--- src/rtl/fifo_downconv_pkg.sv ---
// Shared helpers for fifo_downconv: width arithmetic and configuration legality.
// The optional sticky error flags are enabled by defining FIFO_DOWNCONV_ERR_EN.
package fifo_downconv_pkg;

  // Ceiling log2; clog2(1) = 0.
  function automatic int unsigned clog2(input int unsigned v);
    int unsigned r;
    r = 0;
    while ((64'd1 << r) < 64'(v)) begin
      r++;
    end
    return r;
  endfunction

  function automatic int unsigned ratio_of(input int unsigned in_w, input int unsigned out_w);
    return (out_w == 0) ? 0 : in_w / out_w;
  endfunction

  function automatic int unsigned addr_w_of(input int unsigned depth);
    return clog2(depth);
  endfunction

  function automatic int unsigned idx_w_of(input int unsigned in_w, input int unsigned out_w);
    return clog2(ratio_of(in_w, out_w));
  endfunction

  function automatic int unsigned lvl_w_of(input int unsigned depth);
    return clog2(depth + 1);
  endfunction

  // Legal configs: whole number of slices per word, at least two of them,
  // and a power-of-two depth so the pointers wrap naturally.
  function automatic bit cfg_ok(input int unsigned in_w, input int unsigned out_w,
                                input int unsigned depth);
    if (out_w == 0) return 1'b0;
    if ((in_w % out_w) != 0) return 1'b0;
    if ((in_w / out_w) < 2) return 1'b0;
    if (depth < 2) return 1'b0;
    return ((depth & (depth - 1)) == 0);
  endfunction

endpackage

--- src/rtl/fifo_downconv_ring.sv ---
// Word storage ring for fifo_downconv: pointers, registered level/full and the array.
module fifo_downconv_ring
  import fifo_downconv_pkg::*;
#(
  parameter int unsigned W     = 256,
  parameter int unsigned DEPTH = 16,
  localparam int unsigned ADDR_W = addr_w_of(DEPTH),
  localparam int unsigned LVL_W  = lvl_w_of(DEPTH)
) (
  input  logic             clock,
  input  logic             reset,
  input  logic [W-1:0]     wr_data,
  input  logic             wren,
  input  logic             pop,
  output logic [W-1:0]     rd_word,
  output logic             full,
  output logic [LVL_W-1:0] level
);

  logic [W-1:0]      mem [DEPTH];
  logic [ADDR_W-1:0] wr_ptr_q, wr_ptr_d;
  logic [ADDR_W-1:0] rd_ptr_q, rd_ptr_d;
  logic [LVL_W-1:0]  level_q, level_d;
  logic              full_q, full_d;
  logic              wr_acc, rd_acc;

  assign wr_acc = wren & ~full_q;
  assign rd_acc = pop & (level_q != '0);

  always_comb begin
    wr_ptr_d = wr_ptr_q;
    rd_ptr_d = rd_ptr_q;
    level_d  = level_q;
    if (wr_acc) wr_ptr_d = wr_ptr_q + ADDR_W'(1);
    if (rd_acc) rd_ptr_d = rd_ptr_q + ADDR_W'(1);
    unique case ({wr_acc, rd_acc})
      2'b10:   level_d = level_q + LVL_W'(1);
      2'b01:   level_d = level_q - LVL_W'(1);
      default: level_d = level_q;
    endcase
    full_d = (level_d == LVL_W'(DEPTH));
  end

  always_ff @(posedge clock or posedge reset) begin
    if (reset) begin
      wr_ptr_q <= '0;
      rd_ptr_q <= '0;
      level_q  <= '0;
      full_q   <= 1'b0;
    end else begin
      wr_ptr_q <= wr_ptr_d;
      rd_ptr_q <= rd_ptr_d;
      level_q  <= level_d;
      full_q   <= full_d;
    end
  end

  // Contents are dead once the pointers clear, so the array has no reset.
  always_ff @(posedge clock) begin
    if (wr_acc) mem[wr_ptr_q] <= wr_data;
  end

  assign rd_word = mem[rd_ptr_q];
  assign full    = full_q;
  assign level   = level_q;

endmodule

--- src/rtl/fifo_downconv.sv ---
// Single-clock FIFO storing IN_W words and emitting OUT_W slices, first-word-fall-through.
// Define FIFO_DOWNCONV_ERR_EN to add the sticky overflow/underflow flags.
module fifo_downconv
  import fifo_downconv_pkg::*;
#(
  parameter int unsigned IN_W      = 256,
  parameter int unsigned OUT_W     = 8,
  parameter int unsigned DEPTH     = 16,
  parameter bit          MSB_FIRST = 1'b1,
  localparam int unsigned LVL_W = lvl_w_of(DEPTH)
) (
  input  logic             clock,
  input  logic             reset,
  input  logic [IN_W-1:0]  wr_data,
  input  logic             wren,
  output logic             full,
  input  logic             rden,
  output logic [OUT_W-1:0] rd_data,
  output logic             empty,
  output logic [LVL_W-1:0] level
`ifdef FIFO_DOWNCONV_ERR_EN
  ,
  output logic             overflow,
  output logic             underflow
`endif
);

  localparam int unsigned RATIO = ratio_of(IN_W, OUT_W);
  localparam int unsigned IDX_W = idx_w_of(IN_W, OUT_W);
  localparam logic [IDX_W-1:0] LAST_IDX = IDX_W'(RATIO - 1);

  if (!cfg_ok(IN_W, OUT_W, DEPTH)) begin : g_bad_cfg
    $error("fifo_downconv: IN_W must be a multiple of OUT_W, ratio >= 2, DEPTH a power of 2");
  end

  logic [IN_W-1:0]  sh_q, sh_d;
  logic [IDX_W-1:0] idx_q, idx_d;
  logic             loaded_q, loaded_d;
  logic [IN_W-1:0]  rd_word;
  logic             rd_acc, last, load;

  fifo_downconv_ring #(
    .W     (IN_W),
    .DEPTH (DEPTH)
  ) u_ring (
    .clock   (clock),
    .reset   (reset),
    .wr_data (wr_data),
    .wren    (wren),
    .pop     (load),
    .rd_word (rd_word),
    .full    (full),
    .level   (level)
  );

  assign rd_acc = rden & loaded_q;
  assign last   = (idx_q == LAST_IDX);
  // Reloading on the last pop is what keeps word boundaries bubble-free.
  assign load   = (level != '0) & (~loaded_q | (rd_acc & last));

  always_comb begin
    sh_d     = sh_q;
    idx_d    = idx_q;
    loaded_d = loaded_q;
    if (load) begin
      sh_d     = rd_word;
      idx_d    = '0;
      loaded_d = 1'b1;
    end else if (rd_acc) begin
      if (last) begin
        idx_d    = '0;
        loaded_d = 1'b0;
      end else begin
        idx_d = idx_q + IDX_W'(1);
      end
    end
  end

  always_ff @(posedge clock or posedge reset) begin
    if (reset) begin
      sh_q     <= '0;
      idx_q    <= '0;
      loaded_q <= 1'b0;
    end else begin
      sh_q     <= sh_d;
      idx_q    <= idx_d;
      loaded_q <= loaded_d;
    end
  end

  always_comb begin
    rd_data = '0;
    for (int i = 0; i < RATIO; i++) begin
      if (idx_q == IDX_W'(i)) begin
        rd_data = MSB_FIRST ? sh_q[IN_W-1-i*OUT_W -: OUT_W] : sh_q[i*OUT_W +: OUT_W];
      end
    end
  end

  assign empty = ~loaded_q;

`ifdef FIFO_DOWNCONV_ERR_EN
  logic overflow_q, underflow_q;

  always_ff @(posedge clock or posedge reset) begin
    if (reset) begin
      overflow_q  <= 1'b0;
      underflow_q <= 1'b0;
    end else begin
      if (wren & full) overflow_q <= 1'b1;
      if (rden & empty) underflow_q <= 1'b1;
    end
  end

  assign overflow  = overflow_q;
  assign underflow = underflow_q;
`endif

endmodule

--- config.mk ---
export PLATFORM = sky130hd
export DESIGN_NAME = fifo_downconv
export DESIGN_NICKNAME = d
export VERILOG_FILES = /design/src/rtl/fifo_downconv_pkg.sv /design/src/rtl/fifo_downconv_ring.sv /design/src/rtl/fifo_downconv.sv
export SDC_FILE = /design/constraint.sdc
export NUM_CORES = 2
export LEC_CHECK = 0
export ABC_AREA = 1
export CORE_MARGIN = 4
export CORE_UTILIZATION = 55
export CTS_CLUSTER_SIZE = 25
export DETAILED_ROUTE_END_ITERATION = 7
export MAX_ROUTING_LAYER = met4
export PLACE_DENSITY = 0.7
export SYNTH_ARGS = -nofsm -noshare
export SYNTH_HDL_FRONTEND = slang
export SYNTH_SLANG_ARGS = --single-unit
--- constraint.sdc ---
create_clock -name clock -period 17.02 [get_ports clock]
set_input_delay 2.553 -clock clock [delete_from_list [all_inputs] [get_ports clock]]
set_output_delay 2.553 -clock clock [all_outputs]
set_load 0.005 [all_outputs]
Word level (Yosys, flattened, before mapping)
Memory sizes are Yosys's and may differ from the RTL's. A register that Yosys moved wholly into a read port is not among the register bits.
Cells that the tools add are included.
- input port bits: 260
- register bits: 20
- output and inout port bits: 15
- memories: 1
- RAM bits: 4096
- bitwise gates (word level): 8
- $add $sub $neg: 5
- muxes and demuxes: 41
- eq/ne operators: 34
- reductions and logical operators: 5
- memory list (name ; words ; width ; read ports ; clocked after Yosys merged registers in ; write ports ; RTL line ; RTL):
    u_ring.mem ; 16 ; 256 ; 1 ; 1 ; 1 ; fifo_downconv_ring.sv:20 ; logic [W-1:0] mem [DEPTH];
- operators with widths (kind ; number):
    8-bit two-way mux ; 32
    5-bit equality test, second input constant ; 17
    5-bit by 4-bit equality test with 1-bit output, second input constant ; 8
    5-bit by 3-bit equality test with 1-bit output, second input constant ; 4
    5-bit two-way mux ; 3
    5-bit by 1-bit adder with 5-bit output, second input constant ; 2
    5-bit by 2-bit equality test with 1-bit output, second input constant ; 2
    5-bit one-hot mux with 2 select lines ; 1
    4-bit by 1-bit adder with 4-bit output, second input constant ; 2
    1-bit AND ; 5
    5-bit by 1-bit equality test with 1-bit output, second input constant ; 1
    5-bit zero test ; 1
    1-bit two-way mux ; 5
    5-bit nonzero test ; 1
    5-bit by 1-bit subtractor with 5-bit output, second input constant ; 1
    2-bit nonzero test ; 2
    2-bit by 1-bit equality test with 1-bit output, second input constant ; 1
    2-bit equality test, second input constant ; 1
    1-bit NOT ; 2
    2-bit AND reduction ; 1
    1-bit bitwise OR ; 1

Longest topological paths before layout
- word-level depth: 33
- mapped depth: 41

Hierarchy
Synthesis repeated with hierarchy kept, for this count alone.
- cell total of the unflattened synthesis: 12980
- area, all modules: 171082.8 µm²
- by module, submodules not included (module ; cells each ; area an instance (µm²) ; times used ; seq. area each (µm²)):
    fifo_downconv_ring ; 11122 ; 157975.3 ; 1 ; 123348.3
    fifo_downconv ; 1858 ; 13107.6 ; 1 ; 6556.3

Least setup slack after synthesis
OpenSTA, ideal clock, no wires.
- kind: input-to-reg
- start point: input port wren
- end point: memory u_ring.mem[11][0] (enable)
- cell stages on the path: 4
- buffers on the path: 0
- setup slack: 2.388 ns
- setup time: 0.879 ns
- arrival: 13.754 ns
- cell sequence: inv_1 > nor2_1 > nand2_1 > nor2_1
- longest elaborated chain between the ends: 3
- RTL lines (what ; RTL line ; RTL):
    start: declaration ; fifo_downconv.sv:15 ; input logic wren,
    1-bit AND ; fifo_downconv_ring.sv:27 ; assign wr_acc = wren & ~full_q;
    1-bit two-way mux ; fifo_downconv_ring.sv:60 ; if (wr_acc) mem[wr_ptr_q] <= wr_data;
    1-bit two-way mux (implied by the code) ; fifo_downconv_ring.sv:60 ;
    end: declaration ; fifo_downconv_ring.sv:20 ;
Every way passes these cells.

Worst setup path after layout
- start point: register idx_q[4]
- end point: output port rd_data[4]
- longest elaborated chain between the ends: 33
- elaborated cells between the ends (all ways): 64
- those cells by class: eq/ne (31); mux (32); reduce/logical (1)
- RTL lines (what ; RTL line ; RTL):
    start: declaration ; fifo_downconv.sv:37 ; logic [IDX_W-1:0] idx_q, idx_d;
    start signal: assignment ; fifo_downconv.sv:86 ; idx_q <= idx_d;
    5-bit zero test ; fifo_downconv.sv:94 ; if (idx_q == IDX_W'(i)) begin
    8-bit two-way mux (31 in a row) ; fifo_downconv.sv:94 ;
    8-bit two-way mux (*) ; fifo_downconv.sv:94 ;
    end: declaration ; fifo_downconv.sv:18 ; output logic [OUT_W-1:0] rd_data,
Every way passes the cells marked *; elsewhere a longest branch is shown, timed or not.

==> impl_metrics.json <==
{
  "overflow": 0,
  "synth_edf_count": 4096,
  "fin_skew_ps": 66.2,
  "syn_area_um2": 171000,
  "cts_buffers": 431,
  "rsz0062_at_grt": "false",
  "drtIter0Drc": 15800,
  "die_y_um": 565,
  "post_drt_wl_per_cell_um": 27.8,
  "outcome": "finished, final reports clean",
  "die_x_um": 565,
  "pin_count": 275,
  "regArea_um2": 130000,
  "die_area_um2": 319000,
  "path_max_fanout": 25,
  "clock-sinks": 4372,
  "cts_tree": "yes",
  "min_period_ps": 8570,
  "setup_slack_ps": 8450,
  "crit_family": "simple AND/OR/NAND/NOR gates",
  "whs_ps": 494,
  "path_class": "reg2out",
  "drive_gt1_frac": 0.0636,
  "cap_violations": 0,
  "cp_num_buf_inv": 3,
  "crit_top_cell": "nand2_1",
  "async_reset_ff_frac": 0.0631,
  "cts_max_path_buffers": 4,
  "ys_seq_area_frac": 0.761,
  "synth_warnings": 0,
  "power_density_nw_per_um2": 180,
  "hold_viol": 0,
  "io_buffers": 274,
  "grt_pass1_wl_mm": 718,
  "grt_pass1_vias": 109000,
  "multiInputGateArea_um2": 36400,
  "cp.required_ps": 14470,
  "max_slew_margin": 0.122,
  "clkSlewWorstSetupHoldPaths_ps": 60,
  "grt_use_total": 0.311,
  "vias": 113000,
  "place_congestion": 0.913,
  "crit_path_end_kind": "output pin",
  "ys.flop_type": "edfxtp_1",
  "ant_nets": 0,
  "cp_data_arrival_time_ps": 6020,
  "hold_class": "reg2reg",
  "via_per_inst": 6.35,
  "syn_avg_cell_area_um2": 12.9,
  "pre_cts_ws_ps": 8980,
  "finalMaxSlewViolations": 0,
  "htreeDepth": 5,
  "clk_latency_ps": 1000,
  "antenna_found_initial": 81,
  "total_power_uw": 34500,
  "ys_seq_elements": 4372,
  "yosysUniqueCellTypes": 44,
  "fin_tns_setup_ps": 0,
  "ctsHoldBuffers": 0,
  "cpMaxStageDelayCell": "dfrtp_1",
  "p_leak_uw": 0.0626,
  "cts_root_buf": "clkbuf_16",
  "num-fill-cells": 22900,
  "num_rows": 204,
  "firstDrtPassIters": 6,
  "drt_wl_total_mm": 495,
  "post_cts_buffers": 0,
  "tightest_slew_ps": 1310,
  "floorplan.initialDensity": 0.553,
  "fin_crit_sh": 0.503,
  "ir_drop_v": 0.000150,
  "dp_hpwl_mm": 267,
  "ctsResizeCount": 0,
  "syn-num-nets": 13500,
  "place_area_um2": 177000,
  "nNetsFinal": 13500,
  "grt_max_degree": 218,
  "startpoint_type": "register",
  "max_freq_mhz": 117,
  "drc": 0,
  "setup-violations-final": 0,
  "synthCells": 13300,
  "core-area_um2": 309000,
  "fin_area_um2": 191000,
  "cpPeakStageDelay_ps": 840,
  "area_growth_pct": 12.1
}
-- cell type report --
cell class,count,area share
Multi-Input combinational cell,7699,0.190
Tap cell,4120,0.0269
Clock inverter,260,0.0132
Inverter,259,0.00532
Antenna cell,80,0.00105
Clock buffer,550,0.0598
Timing Repair Buffer,467,0.0243
Sequential cell,4372,0.679
-- state kept, by name (all words and copies together) (netlist names) --
signal           count
u_ring.level         5
u_ring.rd_ptr_q      4
sh_q               256
u_ring.wr_ptr_q      4
loaded_q             1
u_ring.full          1
idx_q                5
u_ring.mem        4096
-- stage by stage --
stage	std cells	util
after floorplan	13300	-
after global placement	16900	0.573
after detailed placement	16900	0.573
after CTS	17700	0.619
after global routing	17800	0.619
final	17800	0.619
-- synth_stat cells, types with 14 or more instances --
cell | count | share of area
buf_2 | 14 | 0.00041
o32ai_1 | 48 | 0.0025
nand3_1 | 35 | 0.0010
inv_1 | 248 | 0.0055
edfxtp_1 | 4096 | 0.72
ha_1 | 15 | 0.0011
o22ai_1 | 1206 | 0.044
nor2_1 | 2598 | 0.057
dfrtp_1 | 276 | 0.040
buf_1 | 36 | 0.00079
clkbuf_1 | 881 | 0.019
a21oi_1 | 150 | 0.0044
o21ai_0 | 2670 | 0.078
o31ai_1 | 27 | 0.0012
nand2_1 | 878 | 0.019
-- where the power goes --
group	leakage (uW)	internal, uW	switching (uW)	total (uW)
combinational	0.0154	2880	8670	11500
clock	0.00675	5260	4070	9330
sequential	0.0404	13100	535	13600
-- cells by family after synthesis --
kind of cell               after synthesis  share of synthesized area
AOI/OAI and AO/OA                     4125                      0.132
xor gates and xnor gates                 8                   0.000410
adders and majority gates               16                    0.00122
buffers and inverters                 1199                     0.0268
DFF                                   4372                      0.761
and+or+nand+nor                       3550                     0.0791
-- layer usage --
| metal | routed length, um | vias to the layer above | track usage |
|---|---|---|---|
| li1 | - | 48900 | - |
| met1 | 190000 | 56900 | 0.415 |
| met2 | 235000 | 6463 | 0.479 |
| met3 | 51800 | 923 | 0.0607 |
| met4 | 18000 | 0 | 0.114 |
| met5 | 0 | - | - |
-- worst paths after layout --
kind                                         start          to  slack (ps)  cells after the start
worst max-delay path                      idx_q[4]  rd_data[4]        8450                     37
max in group asynchronous                    reset   sh_q[131]       12700                      4
worst max register to register  u_ring.rd_ptr_q[0]   sh_q[250]       11190                     10
worst min register to register           sh_q[233]   sh_q[233]         490                      2
min in group asynchronous                    reset   sh_q[118]        2100                      2
worst min-delay path                     sh_q[233]   sh_q[233]         490                      2
-- tightest hold or removal path: stages (launching register included) --
cell	delay, ps
dfrtp_1	350
nand2_1	60
nand2_1	50
-- layout by cell type (no fill, tap or decap), drive strengths merged, types with 154 or more instances in the layout --
| cell type | count |
|---|---|
| a21oi | 154 |
| buf | 193 |
| clkbuf | 550 |
| clkdlybuf4s50 | 274 |
| clkinv | 205 |
| dfrtp | 276 |
| edfxtp | 4096 |
| inv | 263 |
| nand2 | 881 |
| nor2 | 2606 |
| o21ai | 2682 |
| o22ai | 1206 |
Note: power is estimated with default switching activity, not from simulation.
